[src/rtl/ppu_pkg.sv]
// Shared PPU palette helpers: default widths, transparency test,
// palette address mirroring and the greyscale mask.
package ppu_pkg;

   localparam int unsigned PAL_A_W_DEF = 5;
   localparam int unsigned COLOR_W_DEF = 6;
   localparam int unsigned A_MAX_W     = 16;
   localparam int unsigned C_MAX_W     = 16;

   // Palette index is transparent when its low two bits are zero.
   function automatic logic is_transp(input logic [1:0] idx_lo);
      return ~|idx_lo;
   endfunction

   // Entries with addr[1:0]==0 in the sprite half alias onto the background half.
   function automatic logic [A_MAX_W-1:0] pal_mirror(input logic [A_MAX_W-1:0] x,
                                                     input int unsigned        a_w,
                                                     input logic               en);
      logic [A_MAX_W-1:0] r;
      r = x;
      if (en && is_transp(x[1:0]))
         r = x & ~(A_MAX_W'(1) << (a_w - 1));
      return r;
   endfunction

   // Greyscale keeps only the two luminance MSBs of the colour index.
   function automatic logic [C_MAX_W-1:0] grey_mask(input int unsigned c_w);
      return C_MAX_W'(3) << (c_w - 2);
   endfunction

   localparam logic [COLOR_W_DEF-1:0] GREY_MASK = COLOR_W_DEF'(grey_mask(COLOR_W_DEF));

endpackage

[src/rtl/ppu_pal_ram.sv]
// Palette storage: register array with synchronous reset load, one write
// port and two combinational read ports. Readers register the data on the
// same edge as a write, so they observe the old contents (read-first).
//   i_wr/i_wa/i_wd       : write port
//   i_pix_a/o_pix_d_c    : pixel pipeline read port
//   i_cpu_a/o_cpu_d_c    : CPU read port
module ppu_pal_ram
   import ppu_pkg::*;
#(
   parameter int unsigned    A_W     = PAL_A_W_DEF,
   parameter int unsigned    D_W     = COLOR_W_DEF,
   parameter logic [D_W-1:0] RST_VAL = '0
) (
   input  logic           clk_in,
   input  logic           rst_in,
   input  logic           i_wr,
   input  logic [A_W-1:0] i_wa,
   input  logic [D_W-1:0] i_wd,
   input  logic [A_W-1:0] i_pix_a,
   output logic [D_W-1:0] o_pix_d_c,
   input  logic [A_W-1:0] i_cpu_a,
   output logic [D_W-1:0] o_cpu_d_c
);

   localparam int unsigned DEPTH = 2 ** A_W;

   logic [D_W-1:0] r_mem [DEPTH];

   // Reset loads every entry; otherwise single write port.
   always_ff @(posedge clk_in) begin
      if (rst_in) begin
         for (int i = 0; i < DEPTH; i++)
            r_mem[i] <= RST_VAL;
      end else if (i_wr) begin
         r_mem[i_wa] <= i_wd;
      end
   end

   assign o_pix_d_c = r_mem[i_pix_a];
   assign o_cpu_d_c = r_mem[i_cpu_a];

endmodule

[src/rtl/ppu_pal_mux.sv]
// PPU pixel compositor: resolves bg/sprite priority, looks the winner up in
// the palette RAM through a two-stage registered pipeline, applies
// greyscale, aligns emphasis bits and keeps a sticky primary-object
// collision flag. Also provides a registered CPU palette read port.
//   pram_*           : CPU palette access (write strobe, registered read)
//   bg/spr_*_in      : per-pixel layer indices and sprite attributes
//   pix_pulse_in     : new pixel present; result appears 2 clocks later
//   sys_idx_out etc. : registered colour, emphasis, valid pulse, collision
module ppu_pal_mux
   import ppu_pkg::*;
#(
   parameter int unsigned        PAL_A_W   = PAL_A_W_DEF,
   parameter int unsigned        COLOR_W   = COLOR_W_DEF,
   parameter bit                 MIRROR_EN = 1'b1,
   parameter logic [COLOR_W-1:0] RST_COLOR = COLOR_W'(6'h0f)
) (
   input  logic               clk_in,
   input  logic               rst_in,
   input  logic [PAL_A_W-1:0] pram_a_in,
   input  logic [COLOR_W-1:0] pram_d_in,
   input  logic               pram_wr_in,
   output logic [COLOR_W-1:0] pram_d_out,
   input  logic [PAL_A_W-2:0] bg_idx_in,
   input  logic [PAL_A_W-2:0] spr_idx_in,
   input  logic               spr_primary_in,
   input  logic               spr_priority_in,
   input  logic               pix_pulse_in,
   input  logic               frame_start_in,
   input  logic               greyscale_in,
   input  logic [2:0]         emph_in,
   output logic [COLOR_W-1:0] sys_idx_out,
   output logic [2:0]         emph_out,
   output logic               pix_valid_out,
   output logic               pri_col_out
);

   localparam logic [COLOR_W-1:0] GREY_M = COLOR_W'(grey_mask(COLOR_W));

   logic               w_spr_t;
   logic               w_bg_t;
   logic [PAL_A_W-1:0] w_sel_addr;
   logic [PAL_A_W-1:0] w_wr_a;
   logic [PAL_A_W-1:0] w_pix_a;
   logic [PAL_A_W-1:0] w_cpu_a;
   logic [COLOR_W-1:0] w_pix_d;
   logic [COLOR_W-1:0] w_cpu_d;

   logic [PAL_A_W-1:0] r_addr1;
   logic               r_grey1;
   logic [2:0]         r_emph1;
   logic               r_v1;
   logic [COLOR_W-1:0] r_sys;
   logic [2:0]         r_emph;
   logic               r_valid;
   logic               r_col;
   logic [COLOR_W-1:0] r_cpu_d;

   assign w_spr_t = is_transp(spr_idx_in[1:0]);
   assign w_bg_t  = is_transp(bg_idx_in[1:0]);

   // Opaque sprite wins unless it is behind an opaque background.
   always_comb begin
      w_sel_addr = '0;
      if (!w_spr_t && (!spr_priority_in || w_bg_t))
         w_sel_addr = {1'b1, spr_idx_in};
      else if (!w_bg_t)
         w_sel_addr = {1'b0, bg_idx_in};
   end

   assign w_wr_a  = PAL_A_W'(pal_mirror(A_MAX_W'(pram_a_in), PAL_A_W, MIRROR_EN));
   assign w_pix_a = PAL_A_W'(pal_mirror(A_MAX_W'(r_addr1),   PAL_A_W, MIRROR_EN));
   assign w_cpu_a = w_wr_a;

   ppu_pal_ram #(
      .A_W     (PAL_A_W),
      .D_W     (COLOR_W),
      .RST_VAL (RST_COLOR)
   ) u_ram (
      .clk_in    (clk_in),
      .rst_in    (rst_in),
      .i_wr      (pram_wr_in),
      .i_wa      (w_wr_a),
      .i_wd      (pram_d_in),
      .i_pix_a   (w_pix_a),
      .o_pix_d_c (w_pix_d),
      .i_cpu_a   (w_cpu_a),
      .o_cpu_d_c (w_cpu_d)
   );

   // Stage 1 capture, stage 2 lookup/register, CPU read and collision flag.
   always_ff @(posedge clk_in) begin
      if (rst_in) begin
         r_addr1 <= '0;
         r_grey1 <= 1'b0;
         r_emph1 <= '0;
         r_v1    <= 1'b0;
         r_sys   <= '0;
         r_emph  <= '0;
         r_valid <= 1'b0;
         r_col   <= 1'b0;
         r_cpu_d <= '0;
      end else begin
         r_v1 <= pix_pulse_in;
         if (pix_pulse_in) begin
            r_addr1 <= w_sel_addr;
            r_grey1 <= greyscale_in;
            r_emph1 <= emph_in;
         end
         r_valid <= r_v1;
         if (r_v1) begin
            r_sys  <= w_pix_d & (r_grey1 ? GREY_M : '1);
            r_emph <= r_emph1;
         end
         r_cpu_d <= w_cpu_d;
         // Clear has priority over a coincident set.
         if (frame_start_in)
            r_col <= 1'b0;
         else if (pix_pulse_in && spr_primary_in && !w_spr_t && !w_bg_t)
            r_col <= 1'b1;
      end
   end

   assign sys_idx_out   = r_sys;
   assign emph_out      = r_emph;
   assign pix_valid_out = r_valid;
   assign pri_col_out   = r_col;
   assign pram_d_out    = r_cpu_d;

endmodule

[config.mk]
export PLATFORM = sky130hd
export DESIGN_NAME = ppu_pal_mux
export DESIGN_NICKNAME = d
export VERILOG_FILES = /design/src/rtl/ppu_pkg.sv /design/src/rtl/ppu_pal_ram.sv /design/src/rtl/ppu_pal_mux.sv
export SDC_FILE = /design/constraint.sdc
export NUM_CORES = 1
export LEC_CHECK = 0
export ABC_AREA = 1
export CORE_ASPECT_RATIO = 0.6
export CORE_MARGIN = 2
export CORE_UTILIZATION = 38
export CTS_CLUSTER_DIAMETER = 40
export DETAILED_ROUTE_END_ITERATION = 6
export SETUP_SLACK_MARGIN = 0.02
export SYNTH_ARGS = -nofsm -noshare
export SYNTH_HDL_FRONTEND = slang
export SYNTH_SLANG_ARGS = --single-unit
[constraint.sdc]
create_clock -name clk_in -period 3.67 [get_ports clk_in]
set_input_delay 0.5505 -clock clk_in [delete_from_list [all_inputs] [get_ports clk_in]]
set_output_delay 0.5505 -clock clk_in [all_outputs]
set_load 0.01 [all_outputs]
==> results of run 1 <==
[power by group through the flow]
stage,logic (mW),registers [mW],clock network (mW)
6_report,0.818,2.94,2.64
5_1_grt,0.898,2.95,2.78
4_1_cts,0.798,2.93,2.69
3_5_place_dp,0.793,2.98,0
3_3_place_gp,0.793,2.98,0
2_1_floorplan,0.507,2.95,0
[per-stage QoR]
stage / setup WS, ns / power [mW] / instances / hold WS [ns] / utilization, %
after global placement: 0.6306 / 3.775 / 1812 / 0.4585 / 41.35
after global routing: 0.9591 / 6.626 / 1860 / 0.4966 / 44.25
after detailed placement: 0.6074 / 3.777 / 1812 / 0.4634 / 41.35
after floorplan: 1.768 / 3.455 / 1424 / 0.4439 / -
after CTS: 1.185 / 6.415 / 1860 / 0.4736 / 44.25
final: 1.097 / 6.398 / 1860 / 0.4782 / 44.25
[Yosys cell counts (all sizes together)]
library cell,number,area [um^2]
nand2,408,1536
edfxtp,192,5766
inv,185,696.9
nor2,175,815.8
nand3,131,655.6
o21ai,81,405.4
clkbuf,45,168.9
buf,35,172.7
a21oi,31,155.2
o22ai,29,181.4
dfxtp,27,540.5
o211ai,25,187.7
or2,15,93.84
o2111ai,9,78.83
nor3,3,48.80
a22oi,2,15.01
a31oi,2,12.51
clkinv,2,7.510
conb,2,7.510
o21a,2,15.01
nand4,1,6.260
[path summary, 6_finish.rpt]
path / slack [ns] / end / from
worst max register to register: 1.32 / sys_idx_out[1] / r_addr1[0]
worst max-delay path: 1.10 / u_ram.r_mem[1][3] / pram_a_in[0]
worst min register to register: 0.48 / r_addr1[4] / r_addr1[4]
worst min-delay path: 0.48 / r_addr1[4] / r_addr1[4]
[cell type report]
class                           instances  share of cell area (%)
Clock inverter                         17                   1.349
Tap cell                              408                   3.848
Sequential cell                       219                   47.57
Multi-Input combinational cell        938                   32.40
Timing Repair Buffer                   60                   4.320
Clock buffer                           31                   5.206
Inverter                              187                   5.310
[per-layer routing]
metal  GRT usage (%)  up-vias
li1                -     4606
met1           37.54     4685
met2           30.69      588
met3           8.450       57
met4           4.921        0
met5               0        -
[flip-flops by register name, summed over array words and instances (netlist names)]
| signal | count |
|---|---|
| r_grey1 | 1 |
| pram_d_out | 6 |
| r_v1 | 1 |
| pix_valid_out | 1 |
| pri_col_out | 1 |
| u_ram.r_mem | 192 |
| r_addr1 | 5 |
| emph_out | 3 |
| sys_idx_out | 6 |
| r_emph1 | 3 |
[logic make-up (layout without fill, tap and decap cells)]
kind of cell,count (synthesis),count (layout)
AOI/OAI and AO/OA,181,181
buffers and inverters,267,295
DFF,219,219
other,2,24
and+or+nand+nor,733,733
[worst min-delay path, cell delays in order, from the launching register on]
cell	delay, ns
dfxtp_1	0.31
nand2_1	0.06
a21oi_1	0.06
==> results.yml, run 1 <==
sta:
  fmax_mhz: 388.6
  finalSetupViolations: 0
  maxSlewViolCount: 0
  slew_headroom_pct: 30.57
  skew_ns: 0.01601
  max_slew.worst_pin.slew_ns: 1.041
  rsz0062_at_grt: "no"
  fin_tns_setup_ns: 0
  post-route-min-period_ns: 2.573
  timing.final.crit_share_pct: 70.11
  hold_violations: 0
power_and_ir_drop:
  power_switching_share_pct: 27.91
  power_density_mw_per_mm2: 482.2
  leakage_nw: 5.233
  power_frac_seq_pct: 45.9
  power_frac_comb_pct: 12.8
  peakVddDrop_uv: 291.2
  clkPwrFrac_pct: 41.3
  p_sw_mw: 1.785
  internal_power_mw: 4.612
grt:
  grt_first_pass_wirelength_mm: 57.13
  track_usage_pct: 23.86
  grt_pass1_vias: 9107
  grt_overflow: 0
  antenna_found_initial: 0
  grt_max_degree: 142
cts:
  cts_num_sinks: 219
  cts-root-buf: "clkbuf_16"
  cts_hold_buf: 0
  cts_resized: 0
  clock_latency_ns: 0.55
  clkSlewWorstSetupHoldPaths_ns: 0.06
  cts_setup_buffers: 0
  clockBufferDepth: 3
  cts_buffers: 26
  cts_max_level: 1
  cts_tree: "done"
synth:
  synth_area_mm2: 0.01157
  yosysUniqueCellTypes: 30
  seq_area_frac_synth_pct: 54.52
  synth_xor_area_share_pct: 0
  synth_adder_area_share_pct: 0
  synth-simple-area-share_pct: 27.29
  synth_compound_area_share_pct: 9.086
  yosysWarnings: 0
  syn_area_per_cell_um2: 8.251
  muxShareOfSynthArea_pct: 0
  synth_seq_cells: 219
  synth_top_family_by_area: "simple AND/OR/NAND/NOR gates"
  synthCells: 1402
critical_path:
  cpMostUsedCell: "nor2_1"
  max_stage_delay_ns: 0.54
  path_cells: "clkdlybuf4s50_1 -> nor2_4 -> nor2_8 -> nor2_1 -> nand2_2 -> nor2_1 -> inv_1 -> nand2_1"
  required_ns: 3.90
  critPathArrivalTime_ns: 2.80
  critPathBufInv: 2
  slowest_stage: "nor2_4"
  critPathLaunchType: "input pin"
  critical_path.top_delay_family: "simple AND/OR/NAND/NOR gates"
  end_kind: "flop"
  reg2regPathDepth: 9
  critPathMaxFanout: 19
  crit_cells: 8
  critPathKind: "input pin to flop"
die:
  fp.dieArea_mm2: 0.03190
  die_h_um: 139.1
  io_pins: 47
  floorplan.initialDensity_pct: 38.58
  core.rowCount: 49
  coreArea_mm2: 0.02998
  dieWidth_um: 229.2
routing:
  drt_wl_total_mm: 38.12
  met2_length_mm: 14.44
  drt_iter0_markers: 1470
  ant_nets: 0
  vias_per_cell: 5.342
  wire_per_inst_um: 20.50
  wl_met1_mm: 17.53
  via_count: 9936
  drc: 0
  top_layer: "met4"
  wl_met3_mm: 5.348
  firstDrtPassIters: 6
layout:
  fin_nets: 1462
  final-seq-area_mm2: 0.006311
  design_area_mm2: 0.01327
  layout_common_cells: "nand2_1, edfxtp_1, inv_1"
  drive_above_1_share_pct: 10.06
  insertedDiodeCount: 0
  fill_cells: 2964
  multiInputGateArea_mm2: 0.004298
  area_growth_pct: 14.69
  final_common_cell: "nand2_1"
place:
  place.gp.congestion: 0.9644
  hpwlAfterDp_mm: 26.03
  io_buffer_count: 46
  placed_area_mm2: 0.01240
job:
  maxCapViolations: 0
hold_path:
  hold_class: "flop to flop"
  hold_depth: 2
run_status:
  status: "complete, no violations"
Note: power is estimated with default switching activity, not from simulation.
==> run 2, diff against run 1 <==
==> constraint.sdc (replaced) <==
create_clock -name clk_in -period 2.1 [get_ports clk_in]
set_input_delay 0.315 -clock clk_in [delete_from_list [all_inputs] [get_ports clk_in]]
set_output_delay 0.315 -clock clk_in [all_outputs]
set_load 0.01 [all_outputs]
==> results.yml, run 2 (synthesis results as in run 1) <==
place:
  io_buffer_count: 46
  place.gp.congestion: 0.9156
  placed_cells: 1921
  hpwlAfterDp_mm: 26.13
layout:
  fin_nets: 1571
  layout_common_cells: "nand2_1, edfxtp_1, inv_1"
  area_growth_pct: 23.13
  drive_above_1_share_pct: 16.27
  insertedDiodeCount: 0
  final_common_cell: "nand2_1"
  layoutNonFillerInstCount: 1969
  largest-register: "u_ram.r_mem"
  largest_reg_flops: 192
grt:
  grt_overflow: 0
  track_usage_pct: 23.36
  grt_pass1_vias: 9490
  grt_first_pass_wirelength_mm: 56.79
  grt_max_degree: 64
  antenna_found_initial: 0
power_and_ir_drop:
  peakVddDrop_uv: 778.7
  clkPwrFrac_pct: 40.2
  internal_power_mw: 8.109
  power_density_mw_per_mm2: 785.3
  power_switching_share_pct: 27.50
  p_sw_mw: 3.076
  power_frac_comb_pct: 14.1
  leakage_nw: 5.804
  power_frac_seq_pct: 45.7
routing:
  firstDrtPassIters: 5
  ant_nets: 0
  drt_iter0_markers: 1272
  vias_per_cell: 5.185
  via_count: 10210
  drc: 0
  wire_per_inst_um: 18.87
  drt_wl_total_mm: 37.16
cts:
  clkSlewWorstSetupHoldPaths_ns: 0.06
  cts_hold_buf: 0
  cts_buffers: 26
  cts-root-buf: "clkbuf_16"
  clockBufferDepth: 3
  cts_setup_buffers: 0
  cts_tree: "done"
  cts_num_sinks: 219
  cts_resized: 0
  cts_max_level: 1
  clock_latency_ns: 0.55
sta:
  max_slew.worst_pin.slew_ns: 0.6039
  hold_violations: 0
  finalSetupViolations: 0
  skew_ns: 0.009321
  timing.final.crit_share_pct: 91.66
  slew_headroom_pct: 59.74
  fin_tns_setup_ns: 0
  rsz0062_at_grt: "no"
  post-route-min-period_ns: 1.925
  maxSlewViolCount: 0
  fmax_mhz: 519.5
die:
  floorplan.initialDensity_pct: 38.58
  coreArea_mm2: 0.02998
  die_h_um: 139.1
  fp.dieArea_mm2: 0.03190
  io_pins: 47
  core.rowCount: 49
  dieWidth_um: 229.2
hold_path:
  hold_class: "input pin to flop"
critical_path:
  critPathKind: "flop to flop"
  critPathMaxFanout: 63
  critPathLaunchType: "flop"
  end_kind: "flop"
  critPathArrivalTime_ns: 2.36
  required_ns: 2.54
run_status:
  status: "complete, no violations"
job:
  maxCapViolations: 0
[run 2: cell count changes in the layout (fill, tap and decap cells not counted), sizes merged]
cell and delta:
buf +109, inv -5, clkinv +3, bufinv -1
clkbuf +3
[run 2: worst max-delay path: stages, from the launching register on]
cell	delay [ns]
dfxtp_4	0.39
buf_12	0.27
buf_4	0.26
nand2_1	0.07
nand2_1	0.05
o21ai_0	0.07
nand2_1	0.06
nand3_1	0.17
nand3_1	0.16
nand3_1	0.14
nand2_1	0.09
inv_1	0.04
[run 2: area by class of cell]
| cell class | count | area, um^2 |
|---|---|---|
| timing repair buffer | 169 | 1567 |
| multi-input combinational | 938 | 4298 |
| fill | 2927 | 15740 |
| inverter | 187 | 704.4 |
| tap | 408 | 510.5 |
| clock buffer | 34 | 721.9 |
| clock inverter | 14 | 130.1 |
| sequential | 219 | 6311 |
[run 2: power by group through the flow]
stage | registers, mW | logic [mW] | clock network, mW
floorplan | 5.15 | 0.885 | 0
global placement | 5.19 | 1.53 | 0
detailed placement | 5.20 | 1.54 | 0
CTS | 5.11 | 1.54 | 4.55
global route | 5.13 | 1.71 | 4.72
finish | 5.11 | 1.57 | 4.50
[run 2: worst paths after layout]
check                  from        endpoint  slack, ns  cells after the start
min reg2reg  sys_idx_out[1]  sys_idx_out[1]       0.47                      2
max              r_addr1[0]  sys_idx_out[5]       0.18                     11
max reg2reg      r_addr1[0]  sys_idx_out[5]       0.18                     11
min          frame_start_in     pri_col_out       0.30                      2
[run 2: through the flow]
stage | power (mW) | setup slack (ns) | hold WS [ns] | util, % | area, um^2
6_report | 11.18 | 0.1752 | 0.2980 | 47.51 | 14240
5_1_grt | 11.57 | 0.07814 | 0.3192 | 47.51 | 14240
4_1_cts | 11.20 | 0.2185 | 0.2875 | 47.51 | 14240
3_5_place_dp | 6.733 | -0.2877 | 0.4602 | 44.66 | 13390
3_3_place_gp | 6.720 | -0.2648 | 0.4589 | 44.66 | 13390
2_1_floorplan | 6.039 | 0.4335 | 0.3874 | - | 11650
[run 2: metal layers]
metal / vias up / global-route usage [%] / routed length, um
met5: - / 0 / 0
met4: 0 / 5.776 / 856
met3: 59 / 6.476 / 4649
met2: 572 / 31.34 / 14300
met1: 4747 / 36.43 / 17360
li1: 4832 / - / -
